File: src/rtl/mac_vec_pkg.sv
// Shared types and helpers for the multi-lane MAC vector engine.
//   state_t    : job FSM states
//   PIPE_DEPTH : product -> lane sum -> accumulate
//   sat_add()  : signed add clamped to a w-bit two's-complement range
//                (w < SAT_W); operands are passed sign-extended to SAT_W.
package mac_vec_pkg;

  typedef enum logic [1:0] {IDLE, LOAD, DRAIN, DONE} state_t;

  localparam int PIPE_DEPTH = 3;
  localparam int SAT_W      = 64;

  typedef struct packed {
    logic             ovf;
    logic [SAT_W-1:0] sum;
  } sat_t;

  function automatic sat_t sat_add(input logic [SAT_W-1:0] a,
                                   input logic [SAT_W-1:0] b,
                                   input int               w);
    sat_t                    r;
    logic signed [SAT_W:0]   s, one, mx, mn;
    one   = (SAT_W+1)'(1);
    s     = $signed({a[SAT_W-1], a}) + $signed({b[SAT_W-1], b});
    mx    = (one <<< (w - 1)) - one;
    mn    = -mx - one;
    r.ovf = 1'b0;
    r.sum = SAT_W'(s);
    if (s > mx) begin
      r.ovf = 1'b1;
      r.sum = SAT_W'(mx);
    end else if (s < mn) begin
      r.ovf = 1'b1;
      r.sum = SAT_W'(mn);
    end
    return r;
  endfunction

endpackage

File: src/rtl/mac_lane_mult.sv
// One registered signed multiplier lane (pipeline stage 1).
//   clk, rst_n : clock / async active-low reset
//   en         : capture a new product this cycle
//   a, w       : signed activation and weight
//   p          : registered signed product, DW+WW bits
module mac_lane_mult #(
  parameter int DW = 16,
  parameter int WW = 8,
  localparam int PW = DW + WW
) (
  input  logic                 clk,
  input  logic                 rst_n,
  input  logic                 en,
  input  logic signed [DW-1:0] a,
  input  logic signed [WW-1:0] w,
  output logic signed [PW-1:0] p
);

  always_ff @(posedge clk or negedge rst_n) begin
    if (!rst_n)  p <= '0;
    else if (en) p <= PW'(a) * PW'(w);
  end

endmodule

File: src/rtl/mac_vector_engine.sv
// Multi-lane pipelined dot-product engine.
// Accepts LANES data/weight pairs per beat for len beats, sums all lane
// products into a signed accumulator, then holds the result under
// res_valid/res_ready.
//   start/len          : job launch (IDLE only); len==0 gives result 0
//   in_valid/in_ready  : beat handshake, in_ready high only in LOAD
//   data_in/weight_in  : packed signed lanes, lane i at [i*W +: W]
//   res_valid/ready    : result handshake, res_data/overflow held in DONE
//   overflow           : sticky clamp flag for the current job
//   busy               : any state other than IDLE
// Build option MAC_VEC_SATURATE_EN: saturating accumulate with sticky
// overflow; otherwise the accumulator wraps and overflow stays 0.
module mac_vector_engine
  import mac_vec_pkg::*;
#(
  parameter int LANES        = 4,
  parameter int DATA_WIDTH   = 16,
  parameter int WEIGHT_WIDTH = 8,
  parameter int ACCUM_WIDTH  = 32,
  parameter int LEN_WIDTH    = 8
) (
  input  logic                          clk,
  input  logic                          rst_n,
  input  logic                          start,
  input  logic [LEN_WIDTH-1:0]          len,
  input  logic                          in_valid,
  output logic                          in_ready,
  input  logic [LANES*DATA_WIDTH-1:0]   data_in,
  input  logic [LANES*WEIGHT_WIDTH-1:0] weight_in,
  output logic                          res_valid,
  input  logic                          res_ready,
  output logic [ACCUM_WIDTH-1:0]        res_data,
  output logic                          overflow,
  output logic                          busy
);

  localparam int PW = DATA_WIDTH + WEIGHT_WIDTH;
  // Stage 3 writes the accumulator itself, so only stages 0..2 need a
  // valid bit: [0] beat accepted now, [1] products valid, [2] lane sum valid.
  localparam int VLD_STAGES = PIPE_DEPTH - 1;

  state_t                         state, state_nx;
  logic [LEN_WIDTH-1:0]           cnt;
  logic [VLD_STAGES:0]            vld_pipe;
  logic [LANES-1:0][PW-1:0]       prod;
  logic signed [ACCUM_WIDTH-1:0]  lane_sum, s2_sum, acc, acc_step;
  logic                           ovf_q, step_ovf;
  logic                           beat, start_ok;

  assign in_ready    = (state == LOAD);
  assign res_valid   = (state == DONE);
  assign busy        = (state != IDLE);
  assign res_data    = acc;
  assign overflow    = ovf_q;
  assign beat        = in_valid && in_ready;
  assign start_ok    = start && (state == IDLE);
  assign vld_pipe[0] = beat;

  // S1: one registered multiplier per lane
  for (genvar g = 0; g < LANES; g++) begin : g_lane
    mac_lane_mult #(.DW(DATA_WIDTH), .WW(WEIGHT_WIDTH)) u_mult (
      .clk   (clk),
      .rst_n (rst_n),
      .en    (beat),
      .a     (data_in[g*DATA_WIDTH +: DATA_WIDTH]),
      .w     (weight_in[g*WEIGHT_WIDTH +: WEIGHT_WIDTH]),
      .p     (prod[g])
    );
  end

  // Lane sum at full accumulator width so it can never wrap
  always_comb begin
    lane_sum = '0;
    for (int i = 0; i < LANES; i++)
      lane_sum = lane_sum + ACCUM_WIDTH'($signed(prod[i]));
  end

`ifdef MAC_VEC_SATURATE_EN
  sat_t sr;
  always_comb begin
    sr       = sat_add(SAT_W'(acc), SAT_W'(s2_sum), ACCUM_WIDTH);
    acc_step = ACCUM_WIDTH'(sr.sum);
    step_ovf = sr.ovf;
  end
`else
  always_comb begin
    acc_step = acc + s2_sum;
    step_ovf = 1'b0;
  end
`endif

  always_ff @(posedge clk or negedge rst_n) begin
    if (!rst_n) begin
      vld_pipe[VLD_STAGES:1] <= '0;
      s2_sum                 <= '0;
      acc                    <= '0;
      ovf_q                  <= 1'b0;
      cnt                    <= '0;
    end else begin
      vld_pipe[VLD_STAGES:1] <= vld_pipe[VLD_STAGES-1:0];
      if (vld_pipe[1]) s2_sum <= lane_sum;
      // Pipeline is always empty in IDLE, so a start never races S3.
      if (start_ok) begin
        acc   <= '0;
        ovf_q <= 1'b0;
        cnt   <= len;
      end else begin
        if (vld_pipe[2]) begin
          acc <= acc_step;
          if (step_ovf) ovf_q <= 1'b1;
        end
        if (beat) cnt <= cnt - LEN_WIDTH'(1);
      end
    end
  end

  always_ff @(posedge clk or negedge rst_n) begin
    if (!rst_n) state <= IDLE;
    else        state <= state_nx;
  end

  always_comb begin
    state_nx = state;
    case (state)
      IDLE:  if (start) state_nx = (len == '0) ? DONE : LOAD;
      LOAD:  if (beat && cnt == LEN_WIDTH'(1)) state_nx = DRAIN;
      // Leave once S1 is empty: the last sum is in S2 and lands in the
      // accumulator on the same edge that enters DONE.
      DRAIN: if (!vld_pipe[1]) state_nx = DONE;
      DONE:  if (res_ready) state_nx = IDLE;
      default: state_nx = IDLE;
    endcase
  end

endmodule

File: config.mk
export PLATFORM = sky130hd
export DESIGN_NAME = mac_vector_engine
export DESIGN_NICKNAME = d
export VERILOG_FILES = /design/src/rtl/mac_vec_pkg.sv /design/src/rtl/mac_lane_mult.sv /design/src/rtl/mac_vector_engine.sv
export SDC_FILE = /design/constraint.sdc
export NUM_CORES = 2
export LEC_CHECK = 0
export BUFFER_PORTS_ARGS = -buffer_cell sky130_fd_sc_hd__buf_2
export CAP_MARGIN = 40
export CORE_MARGIN = 4
export CORE_UTILIZATION = 45
export CTS_CLUSTER_SIZE = 8
export DETAILED_ROUTE_END_ITERATION = 8
export GPL_TIMING_DRIVEN = 0
export PLACE_DENSITY_LB_ADDON = 0.3
export SYNTH_ARGS = -nofsm -noshare
export SYNTH_HDL_FRONTEND = slang
export SYNTH_HIERARCHICAL = 1
export SYNTH_SLANG_ARGS = --single-unit
File: constraint.sdc
create_clock -name clk -period 3.68 [get_ports clk]
set_clock_uncertainty 0.15 [all_clocks]
set_input_delay 0.552 -clock clk [delete_from_list [all_inputs] [get_ports clk]]
set_output_delay 0.552 -clock clk [all_outputs]
set_load 0.05 [all_outputs]
==> results.json <==
{
  "worst_path_largest_cell_delay_ns": 0.55,
  "crit_path_frequent_cell": "fa_1",
  "synth.top_cells.by_count": "inv_1 (714), fa_1 (462), and2_1 (357)",
  "core_um2": 64700,
  "dieArea_um2": 69800,
  "worstSkewPairLatency_ns": 0.45,
  "fin_util_pct": 58.7,
  "tritoncts.num_buffers": 17,
  "cp-start-kind": "input port",
  "wl_per_cell_um": 17.2,
  "maxSlewViolCount": 0,
  "fillers": 5433,
  "crit_fanout": 7,
  "drive_gt1_share_pct": 29.6,
  "reg2reg_to": "s2_sum[22]",
  "cp.arrival_ns": 4.77,
  "io_pins": 145,
  "holdBufCountCts": 0,
  "min_path_type": "in2async",
  "root_buffer": "clkbuf_16",
  "grt_pass1_wl_um": 126000,
  "path_class": "in2reg",
  "status": "finished, violations left",
  "viasPerCell": 5.27,
  "yosysWarnings": 6,
  "antenna_found_initial": 0,
  "rsz0062_at_grt": "true",
  "diodes": 0,
  "grt_pass1_vias": 24700,
  "routed_wl_um": 78300,
  "fp-row-count": 93,
  "portBuffers": 143,
  "place.gp.congestion": 0.878,
  "violations": "hold timing, setup timing",
  "ys_seq_area_share_pct": 14.1,
  "synth_cell_types": 85,
  "drtPass1Iterations": 5,
  "synth_ff_type": "dfrtp_1",
  "synthArstFlopShare_pct": 100,
  "h-tree-depth": 4,
  "postRouteAntennaNets": 0,
  "place_hpwl_um": 59600,
  "clockBufferDepth": 2,
  "regArea_um2": 4180,
  "cap_violations": 0,
  "fin_crit_sh_pct": 125,
  "synth_nets": 4107,
  "fin_ws_ns": -0.905,
  "drc": 0,
  "fmax_mhz": 218,
  "post-route-min-period_ns": 4.59,
  "fin_cells": 4550,
  "cp-end-kind": "flop",
  "cp_cell_sequence": "buf_6 > clkbuf_8 > buf_6 > and2_1 > fa_1 > fa_1 > fa_1 > inv_1 > fa_1 > inv_1 > ha_4 > buf_6 > and4_4 > a21oi_4 > a21oi_2 > or4_4 > a31o_1",
  "tightest_slew_ns": 0.788,
  "placed_cells": 4291,
  "cp.required_ns": 3.86,
  "r2r_start": "g_lane[1].u_mult/p[9]",
  "multi_input_area_um2": 25300,
  "crit_slowest_cell": "fa_1",
  "final_cell_area_um2": 38000,
  "synth_most_common_cell": "inv_1",
  "synth.avg_cell_area_um2": 8.97,
  "die_h_um": 264,
  "drtIter0Drc": 1454,
  "synth_edf_count": 0,
  "route.vias.total": 24000,
  "grt_max_degree": 99,
  "netlist_area_um2": 29500,
  "grt.total_usage_pct": 21.9,
  "final-setup-viol-count": 76,
  "synth_top_area_share_pct": 31.3,
  "placed_area_um2": 32700,
  "clock_sinks": 167,
  "synth.area.top_cells": "fa_1 (31%), dfrtp_1 (14%), ha_1 (10%), inv_1 (9.1%), and2_1 (7.6%)",
  "areaGrowthSynthToFinish_pct": 28.5,
  "ys_ff_latch": 167,
  "start_util_pct": 45.7,
  "overflow": 0,
  "cts_tree": "built",
  "synth_top_cell_by_area": "fa_1",
  "die_x_um": 264,
  "reg2reg_depth": 13,
  "relSlewSlack_pct": 47.5,
  "finalHoldViolations": 10,
  "netlist_instances": 3292,
  "holdWs_ns": -0.0255,
  "clkTransAtPathRegs_ns": 0.06,
  "fin_nets": 4497,
  "rrSetupSlack_ns": -0.18
}
sequential cells by signal, summed over array words and instances, names as in the netlist:
signal	flops
state	2
s2_sum	27
vld_pipe	2
cnt	8
res_data	32
g_lane.u_mult/p	96
worst max path at each step:
stage	from	end	slack, ns	cells after the start
2_1_floorplan	weight_in[5]	g_lane[0].u_mult/p[23]	-0.97	16
3_3_place_gp	weight_in[7]	g_lane[0].u_mult/p[23]	-1.62	17
3_5_place_dp	weight_in[7]	g_lane[0].u_mult/p[23]	-1.61	17
4_1_cts	weight_in[15]	g_lane[1].u_mult/p[23]	-0.92	18
5_1_grt	weight_in[15]	g_lane[1].u_mult/p[23]	-0.99	18
6_report	weight_in[14]	g_lane[1].u_mult/p[23]	-0.91	17
logic make-up after synthesis:
| group | synth area share (%) |
|---|---|
| AOI/OAI and AO/OA | 10.3 |
| xor gates and xnor gates | 3.08 |
| adders and majority gates | 41.6 |
| buffers and inverters | 10.3 |
| DFF | 14.1 |
| muxes | 3.01 |
| other | 0.0127 |
| and+or+nand+nor | 17.5 |
worst max-delay path, delay by kind of cell:
kind                     cells  cell delay (ns)
AND/OR/NAND/NOR              3             0.86
AO/OA/AOI/OAI                3             0.51
buffers and inverters        6             0.64
adder cells (fa/ha/maj)      5             2.20
area by class of cell:
type                       instances  share of cell area, %
multi-input combinational       2329                   66.7
sequential                       167                   11.0
timing repair buffer             375                   8.55
inverter                         716                   7.17
tap                              855                   2.82
buffer                            76                   2.17
clock buffer                      17                   1.12
clock inverter                    15                  0.498
layout by cell type, fill, tap and decap left out, types with 39 or more instances in the layout:
master | Yosys | final
a21oi_1 | 113 | 58
fa_1 | 462 | 426
a21o_1 | 48 | 48
inv_1 | 714 | 629
nand2_1 | 257 | 214
dfrtp_1 | 167 | 166
nand3_1 | 64 | 48
buf_2 | 4 | 107
xnor2_1 | 72 | 54
inv_2 | 0 | 75
and2_4 | 4 | 53
and2_1 | 357 | 308
buf_6 | 5 | 78
a21oi_2 | 7 | 39
nor2_1 | 161 | 108
o21ai_0 | 81 | 51
buf_4 | 1 | 153
ha_4 | 0 | 73
ha_1 | 244 | 163
per-layer routing:
layer	vias to the layer above	global-route usage [%]	part of all wire, %
met4	0	4.61	2.0
met2	533	38.3	51
li1	11100	-	-
met5	-	0	0
met1	12200	29.3	43
met3	106	2.73	3.9
through the flow:
step                TNS, ns  worst slack (ns)
floorplan            -41.38            -0.975
global placement    -205.20             -1.62
detailed placement   -86.18             -1.61
CTS                  -36.93            -0.918
global route         -49.77            -0.994
finish               -40.67            -0.905
repair_timing:
item,in CTS,in global routing
setup buffers,163,67
pin swaps,263,241
gates cloned,10,0
setup endpoints to repair,79,82
resized for setup,407,290
Power is left out: the tool's default activity adds up to more than one toggle a clock period on the data nets, which glitch-free logic cannot reach.
